### config.mk
export PLATFORM = sky130hd
export DESIGN_NAME = mmu_data_arb
export DESIGN_NICKNAME = d
export VERILOG_FILES = /design/src/rtl/mmu_data_arb_pkg.sv /design/src/rtl/mmu_data_arb_id_queue.sv /design/src/rtl/mmu_data_arb.sv
export SDC_FILE = /design/constraint.sdc
export NUM_CORES = 1
export LEC_CHECK = 0
export CORE_AREA = 2 2 114 116
export DETAILED_ROUTE_END_ITERATION = 16
export DIE_AREA = 0 0 116 118
export PLACE_DENSITY_LB_ADDON = 0.25
export SYNTH_ARGS = -nofsm -noshare
export SYNTH_HDL_FRONTEND = slang
export SYNTH_SLANG_ARGS = --single-unit
### constraint.sdc
create_clock -name clk -period 5.35 [get_ports clk]
set_input_delay 1.605 -clock clk [delete_from_list [all_inputs] [get_ports clk]]
set_output_delay 1.605 -clock clk [all_outputs]
set_load 0.005 [all_outputs]
### src/rtl/mmu_data_arb_pkg.sv
// Shared types for the MMU data-side arbiter: outstanding-queue entry layout
// and the port-id width helper.
package mmu_data_arb_pkg;

  // Wide enough for the largest supported port count (8).
  localparam int ID_W = 3;

  typedef struct packed {
    logic [ID_W-1:0] id;
    logic            discard;
  } arb_qent_t;

  function automatic int port_id_w(input int n);
    return (n > 1) ? $clog2(n) : 1;
  endfunction

endpackage

### src/rtl/mmu_data_arb_id_queue.sv
// In-order FIFO of outstanding request owners; a bulk discard marks every
// resident entry so flushed responses can be swallowed on the way out.
module arb_id_queue
  import mmu_data_arb_pkg::*;
#(
  parameter int DEPTH = 4
) (
  input  logic      clk,
  input  logic      reset,
  input  logic      push,
  input  arb_qent_t push_ent,
  input  logic      pop,
  input  logic      mark_all_discard,
  output logic      full,
  output logic      empty,
  output arb_qent_t head
);
  localparam int PW = $clog2(DEPTH);

  arb_qent_t       mem [DEPTH];
  logic [PW-1:0]   wr_ptr, rd_ptr;
  logic [PW:0]     count;
  logic            do_push, do_pop;

  assign full    = (count == (PW+1)'(DEPTH));
  assign empty   = (count == '0);
  assign head    = mem[rd_ptr];
  assign do_push = push && !full;
  assign do_pop  = pop && !empty;

  always_ff @(posedge clk or posedge reset) begin
    if (reset) begin
      wr_ptr <= '0;
      rd_ptr <= '0;
      count  <= '0;
      for (int i = 0; i < DEPTH; i++) mem[i] <= '0;
    end else begin
      // Marking stale slots too is harmless: a push rewrites the whole entry.
      if (mark_all_discard)
        for (int i = 0; i < DEPTH; i++) mem[i].discard <= 1'b1;
      if (do_push) begin
        mem[wr_ptr] <= push_ent;
        wr_ptr      <= wr_ptr + 1'b1;
      end
      if (do_pop) rd_ptr <= rd_ptr + 1'b1;
      case ({do_push, do_pop})
        2'b10:   count <= count + 1'b1;
        2'b01:   count <= count - 1'b1;
        default: count <= count;
      endcase
    end
  end

endmodule

### src/rtl/mmu_data_arb.sv
// Round-robin arbiter of translated data ports onto the single data SRAM bus,
// with in-order response routing back to the issuing port and flush discard.
module mmu_data_arb
  import mmu_data_arb_pkg::*;
#(
  parameter int NPORT = 2,
  parameter int DEPTH = 4
) (
  input  logic                   clk,
  input  logic                   reset,
  input  logic [NPORT-1:0]       d_valid,
  input  logic [NPORT-1:0]       d_we,
  input  logic [NPORT-1:0][1:0]  d_size,
  input  logic [NPORT-1:0][3:0]  d_wstrb,
  input  logic [NPORT-1:0][31:0] d_pa,
  input  logic [NPORT-1:0][31:0] d_wdata,
  output logic [NPORT-1:0]       d_addr_ok,
  output logic [NPORT-1:0]       d_data_ok,
  output logic [31:0]            d_rdata,
  input  logic                   cancel,
  output logic                   proto_err,
  output logic                   data_sram_req,
  output logic                   data_sram_wr,
  output logic [1:0]             data_sram_size,
  output logic [3:0]             data_sram_wstrb,
  output logic [31:0]            data_sram_addr,
  output logic [31:0]            data_sram_wdata,
  input  logic                   data_sram_addr_ok,
  input  logic                   data_sram_data_ok,
  input  logic [31:0]            data_sram_rdata
);
  localparam int PW = port_id_w(NPORT);

  logic [PW-1:0] rr_ptr, grant, cand, rr_next, lock_port;
  logic          lock_q, found;
  logic          accept, pop, resp_ok;
  logic          q_full, q_empty;
  arb_qent_t     head;

  // First requesting port at or after rr_ptr; a stalled grant stays pinned
  // while its owner keeps d_valid up so the bus sees a stable request.
  always_comb begin
    grant = '0;
    cand  = '0;
    found = 1'b0;
    for (int i = 0; i < NPORT; i++) begin
      cand = PW'((int'(rr_ptr) + i) % NPORT);
      if (!found && d_valid[cand]) begin
        found = 1'b1;
        grant = cand;
      end
    end
    if (lock_q && d_valid[lock_port]) grant = lock_port;
  end

  assign rr_next = (grant == PW'(NPORT-1)) ? '0 : grant + 1'b1;

  assign data_sram_req   = (|d_valid) && !q_full && !cancel && !reset;
  assign data_sram_wr    = d_we[grant];
  assign data_sram_size  = d_size[grant];
  assign data_sram_wstrb = d_wstrb[grant];
  assign data_sram_addr  = d_pa[grant];
  assign data_sram_wdata = d_wdata[grant];

  assign accept  = data_sram_req && data_sram_addr_ok;
  assign pop     = data_sram_data_ok && !q_empty && !reset;
  // A head popped under cancel belongs to a flushed request as well.
  assign resp_ok = pop && !head.discard && !cancel;
  assign d_rdata = data_sram_rdata;

  for (genvar p = 0; p < NPORT; p++) begin : g_port
    assign d_addr_ok[p] = accept && (grant == PW'(p));
    assign d_data_ok[p] = resp_ok && (head.id == ID_W'(p));
  end

  arb_id_queue #(.DEPTH(DEPTH)) u_idq (
    .clk              (clk),
    .reset            (reset),
    .push             (accept),
    .push_ent         ('{id: ID_W'(grant), discard: 1'b0}),
    .pop              (pop),
    .mark_all_discard (cancel),
    .full             (q_full),
    .empty            (q_empty),
    .head             (head)
  );

  always_ff @(posedge clk or posedge reset) begin
    if (reset) begin
      rr_ptr    <= '0;
      lock_q    <= 1'b0;
      lock_port <= '0;
      proto_err <= 1'b0;
    end else begin
      if (accept) rr_ptr <= rr_next;
      lock_q    <= data_sram_req && !data_sram_addr_ok;
      lock_port <= grant;
      if (data_sram_data_ok && q_empty) proto_err <= 1'b1;
    end
  end

endmodule

* After elaboration in Yosys (flattened, before gate mapping)
Index checks and enable logic that the tools add are counted.
Operators by class: $add $sub $neg 6, multiply operators 0, div/mod/pow operators 0, $lt $le $gt $ge 7, equality and inequality tests 4, shifts and indexed selects 0, multiplexer cells 33, bitwise gates (word level) 3, reductions and logical operators 30
Operator list (number):
- $mux W32 | 4
- $mux W4 | 5
- $logic_and A1 B1 Y1 | 19
- $mux W1 | 17
- $bwmux W16 | 1
- $mux W13 | 1
- $bmux W4 S2 | 1
- $demux W4 S2 | 1
- $lt A1 B2 Y1 const B | 4
- $logic_not A1 Y1 | 7
- $ge A3 B3 Y1 const B | 2
- $logic_not A3 Y1 | 2
- $not A2 Y3 | 2
- $pmux W3 S2 | 1
- $add A2 B1 Y2 const B | 2
- $mux W2 | 2
- $add A3 B1 Y3 const B | 1
- $eq A3 B1 Y1 const B | 1
- $eq A3 B3 Y1 const B | 1
- $lt A3 B1 Y1 const B | 1
- $sub A3 B1 Y3 const B | 1
- $add A1 B1 Y1 const B | 2
- $eq A2 B1 Y1 const B | 1
- $eq A2 B2 Y1 const B | 1
- 3 further kinds | 3
Storage, ports and cells: flip-flop bits (word level) 27, latch bits 0, memory bits (writable) 0, bits in read-only memories 0, bits of input ports 181, output and inout port bits 109, memories kept 0

* Logic depth before layout (Yosys ltp)
depth in word-level cells 9, mapped depth 10, mapped depth without buffers 9

* Cells and area by module
Synthesis repeated with hierarchy kept, for this count alone.
Second synthesis, totals: cell total of the unflattened synthesis 220, area, all modules 2733.9 um2
By module, submodules not included:
- mmu_data_arb | instances 1, cells each 137, area each 1611.5 um2
- arb_id_queue | instances 1, cells each 83, area each 1122.3 um2

* Worst setup path before layout
No wires, ideal clock.
path kind input-to-output, start point input cancel, end point output d_addr_ok[1], data arrival time 2558 ps, data required time 3745 ps, setup slack 1187 ps, stages 4, cells stage by stage or2_1 -> buf_6 -> nor4b_4 -> and2_2
On the way: cells in the longest elaborated chain, start to end 5
Ends and longest elaborated chain:
- start, declared | RTL line mmu_data_arb.sv:20 | input logic cancel,
- $logic_not A1 Y1 | RTL line mmu_data_arb.sv:58 | assign data_sram_req = (|d_valid) && !q_full && !cancel && !reset;
- $logic_and A1 B1 Y1 (2 in series) | RTL line mmu_data_arb.sv:58
- $logic_and A1 B1 Y1 | RTL line mmu_data_arb.sv:65 | assign accept = data_sram_req && data_sram_addr_ok;
- $logic_and A1 B1 Y1 | RTL line mmu_data_arb.sv:72 | assign d_addr_ok[p] = accept && (grant == PW'(p));
- end, declared | RTL line mmu_data_arb.sv:17 | output logic [NPORT-1:0] d_addr_ok,
No other way between the ends.

* Worst setup path in the final report
start point input d_valid[1], end point output data_sram_wdata[2]
On the way: cells in the longest elaborated chain, start to end 9, elaborated cells on any way between the ends 15
Ends and longest elaborated chain:
- start, declared | RTL line mmu_data_arb.sv:11 | input logic [NPORT-1:0] d_valid,
- $mux W1 (implied by the code) (2 in series) | RTL line mmu_data_arb.sv:48 | if (!found && d_valid[cand]) begin
- $mux W1 | RTL line mmu_data_arb.sv:48
- $logic_not A1 Y1 | RTL line mmu_data_arb.sv:48
- $logic_and A1 B1 Y1 | RTL line mmu_data_arb.sv:48
- $mux W1 | RTL line mmu_data_arb.sv:48
- $mux W1 (*) | RTL line mmu_data_arb.sv:53 | if (lock_q && d_valid[lock_port]) grant = lock_port;
- $mux W32 (implied by the code) (*) (2 in series) | RTL line mmu_data_arb.sv:63 | assign data_sram_wdata = d_wdata[grant];
- end, declared | RTL line mmu_data_arb.sv:27 | output logic [31:0] data_sram_wdata,
Mark *: on every way between the ends. The rest lies on a longest branch, timed or not. The select of a mux whose other input is x is not followed.

==> metrics.txt <==
Core Box Area=12400 sq um; cts repair resizes=0; CP Data Required Time=3.74 ns; maxcap violations=0; reg2reg setup slack=3.13 ns; Post-Syn Area=2080 sq um; share of the synthesized area in the top cell type=40.5%; vias in the first global route=2257; Final Cycle Share=95.1%; synthesis-stage register bit count=19; Layout Skew=0.00397 ns; first-pass GRT wire length=12300 microns; Cells after Synth=193; Clock Tree Buf Depth=2; hold crit path type=reg -> reg; Yosys cell types=28; CTS tree=built; RSZ-0062 raised after global routing=false; crit path launch type=input port; setup bufs post-CTS=0; GP Congestion=0.748; reg2reg path depth=10; largest net degree at the start of global routing=46; Fmax=197 MHz; Detailed Route Iter0 Violations=23; H-tree depth=1; register area share after synthesis=22.8%; element type at the critical path end=output pin; Routed WL=8500 microns; commonest non-fill, non-tap cells in the layout=clkdlybuf4s50_1 (225), mux2_2 (75), dfrtp_1 (19); CP Class=in -> out; site row count=41; initial antenna violation count=0; reg-to-reg startpoint=u_idq.count[0]; DR pass1 iterations=4; total power=0.978 mW; Multi-input gate area=1290 sq um; worst vdd ir=0.000192 V; die area=13700 sq um; post-route antenna net violation count=0; clock-pin slew on the worst setup and hold paths=0.05 ns; Worst R2R End=u_idq.count[2]; Initial Util=16.8%; crit-path max FO=34; Layout area overhead=112%; static leakage=1.67 nW; boundary pin count=290; Clock Latency Late Sink=0.25 ns; post-synth top area cell=mux2_2; Hold Path Sink=proto_err; clock sinks=19; PortBufs=225; layout cell share with drive strength beyond 1=24.0%; Final Critical Period=5.09 ns; final number of setup-violating endpoints=0; Arr. time, crit path=3.48 ns; CTS Buf Count=3; vias=2189; Worst Hold Path Cells=1; Reg area=475 sq um; leading cell type in the layout, fill and taps excluded=clkdlybuf4s50_1; Chip Width=116 microns; dpl hpwl=7220 microns; YS warnings=0; mean number of vias per cell=3.92; routed len/inst=15.2 microns; Rel. slew slack=51.8%; Pins Over Slew Limit=0; CTS Hold Bufs=0; DIE HEIGHT=118 microns; placed cells=555; final setup TNS=0 ns; Area contributors post-synth=mux2_2 (41%), dfrtp_1 (23%), buf_4 (12%); synthesized area per cell=10.8 sq um; Hold Path Origin=proto_err; Slew @ Worst Pin=0.722 ns; Pwr per Cell Area=221 nW/um^2; final std cells w/o fill=559; fill count=1269; Clock Tree Root=clkbuf_16; diode count=0; fin nets=575; final core utilization=35.6%; Hold Fails Final Rpt=0; Post-route DRC=0; overall routing resource usage=11.4%; status=completed; post-synth net total=380; GRT Residual Overflow=0
[power breakdown]
group | leakage (nW) | total, mW | switching [mW] | internal, mW
registers | 0.216 | 0.247 | 0.0484 | 0.198
logic | 1.41 | 0.580 | 0.189 | 0.391
clock network | 0.0409 | 0.151 | 0.0510 | 0.100
total | 1.67 | 0.978 | 0.288 | 0.689
[metrics by stage]
step | area, sq um | setup WS, ns | hold WS [ns]
2_1_floorplan | 2080 | 1.19 | 0.451
3_3_place_gp | 4330 | 0.254 | 0.446
3_5_place_dp | 4330 | 0.246 | 0.451
4_1_cts | 4410 | 0.239 | 0.468
5_1_grt | 4410 | 0.180 | 0.495
6_report | 4410 | 0.263 | 0.463
[flip-flops by register name, indices dropped and copies added, names as in the netlist]
register      count
rr_ptr            1
u_idq.mem         8
lock_q            1
u_idq.wr_ptr      2
u_idq.count       3
lock_port         1
u_idq.rd_ptr      2
proto_err         1
[worst max-delay path, cell delays in order]
cell	delay, ns
clkdlybuf4s50_1	0.48
a21boi_4	0.24
buf_12	0.23
mux2_2	0.42
clkdlybuf4s50_1	0.48
[layout make-up]
| class | instances | area share, % |
|---|---|---|
| inverters | 8 | 0.680 |
| repair buffers | 231 | 52.6 |
| clock buffers | 3 | 1.70 |
| clock inverters | 1 | 0.113 |
| well taps | 172 | 4.88 |
| flip-flops and latches | 19 | 10.8 |
| multi-input cells | 125 | 29.3 |
[cells in the mapped netlist]
master,number
and2_2,1
fa_1,1
mux4_2,2
inv_1,8
nand2_1,4
mux2i_1,3
nor3_1,2
buf_2,7
xor2_1,4
ha_1,5
mux2_2,75
nor3b_4,1
xnor2_1,2
and4bb_2,1
nor4bb_1,1
nor2b_1,1
or2_1,1
mux2_4,1
a21o_1,1
nor2_1,10
nor4_1,5
nor4b_4,1
buf_6,1
buf_4,33
a21boi_2,1
nor4b_1,1
nor3b_1,1
dfrtp_1,19
[per-layer routing]
| layer | global-route usage (%) | share of wire, % | vias to the layer above |
|---|---|---|---|
| li1 | - | - | 1036 |
| met1 | 13.9 | 40 | 1021 |
| met2 | 20.0 | 48 | 132 |
| met3 | 3.60 | 12 | 0 |
| met4 | 1.12 | 0 | 0 |
| met5 | 0 | 0 | - |
[how the worst max path moves through the flow]
stage | start | to | slack [ns] | cells after the start
CTS | d_valid[1] | data_sram_wdata[2] | 0.24 | 5
finish | d_valid[1] | data_sram_wdata[2] | 0.26 | 5
global placement | d_valid[1] | data_sram_wdata[7] | 0.25 | 5
floorplan | cancel | d_addr_ok[1] | 1.19 | 4
detailed placement | d_valid[1] | data_sram_wdata[2] | 0.25 | 5
global route | d_valid[1] | data_sram_wdata[7] | 0.18 | 5
[logic make-up (layout without fill, tap and decap cells)]
family	after synthesis	in the layout	synth area share, %
AO/OA/AOI/OAI	2	2	0.901
XOR/XNOR	6	6	2.52
flip-flops	19	19	22.8
AND/OR/NAND/NOR	30	30	9.37
multiplexers	81	81	44.9
adder cells (fa/ha/maj)	6	6	3.96
buffers and inverters	49	243	15.6
(Power assumes the default switching activity.)
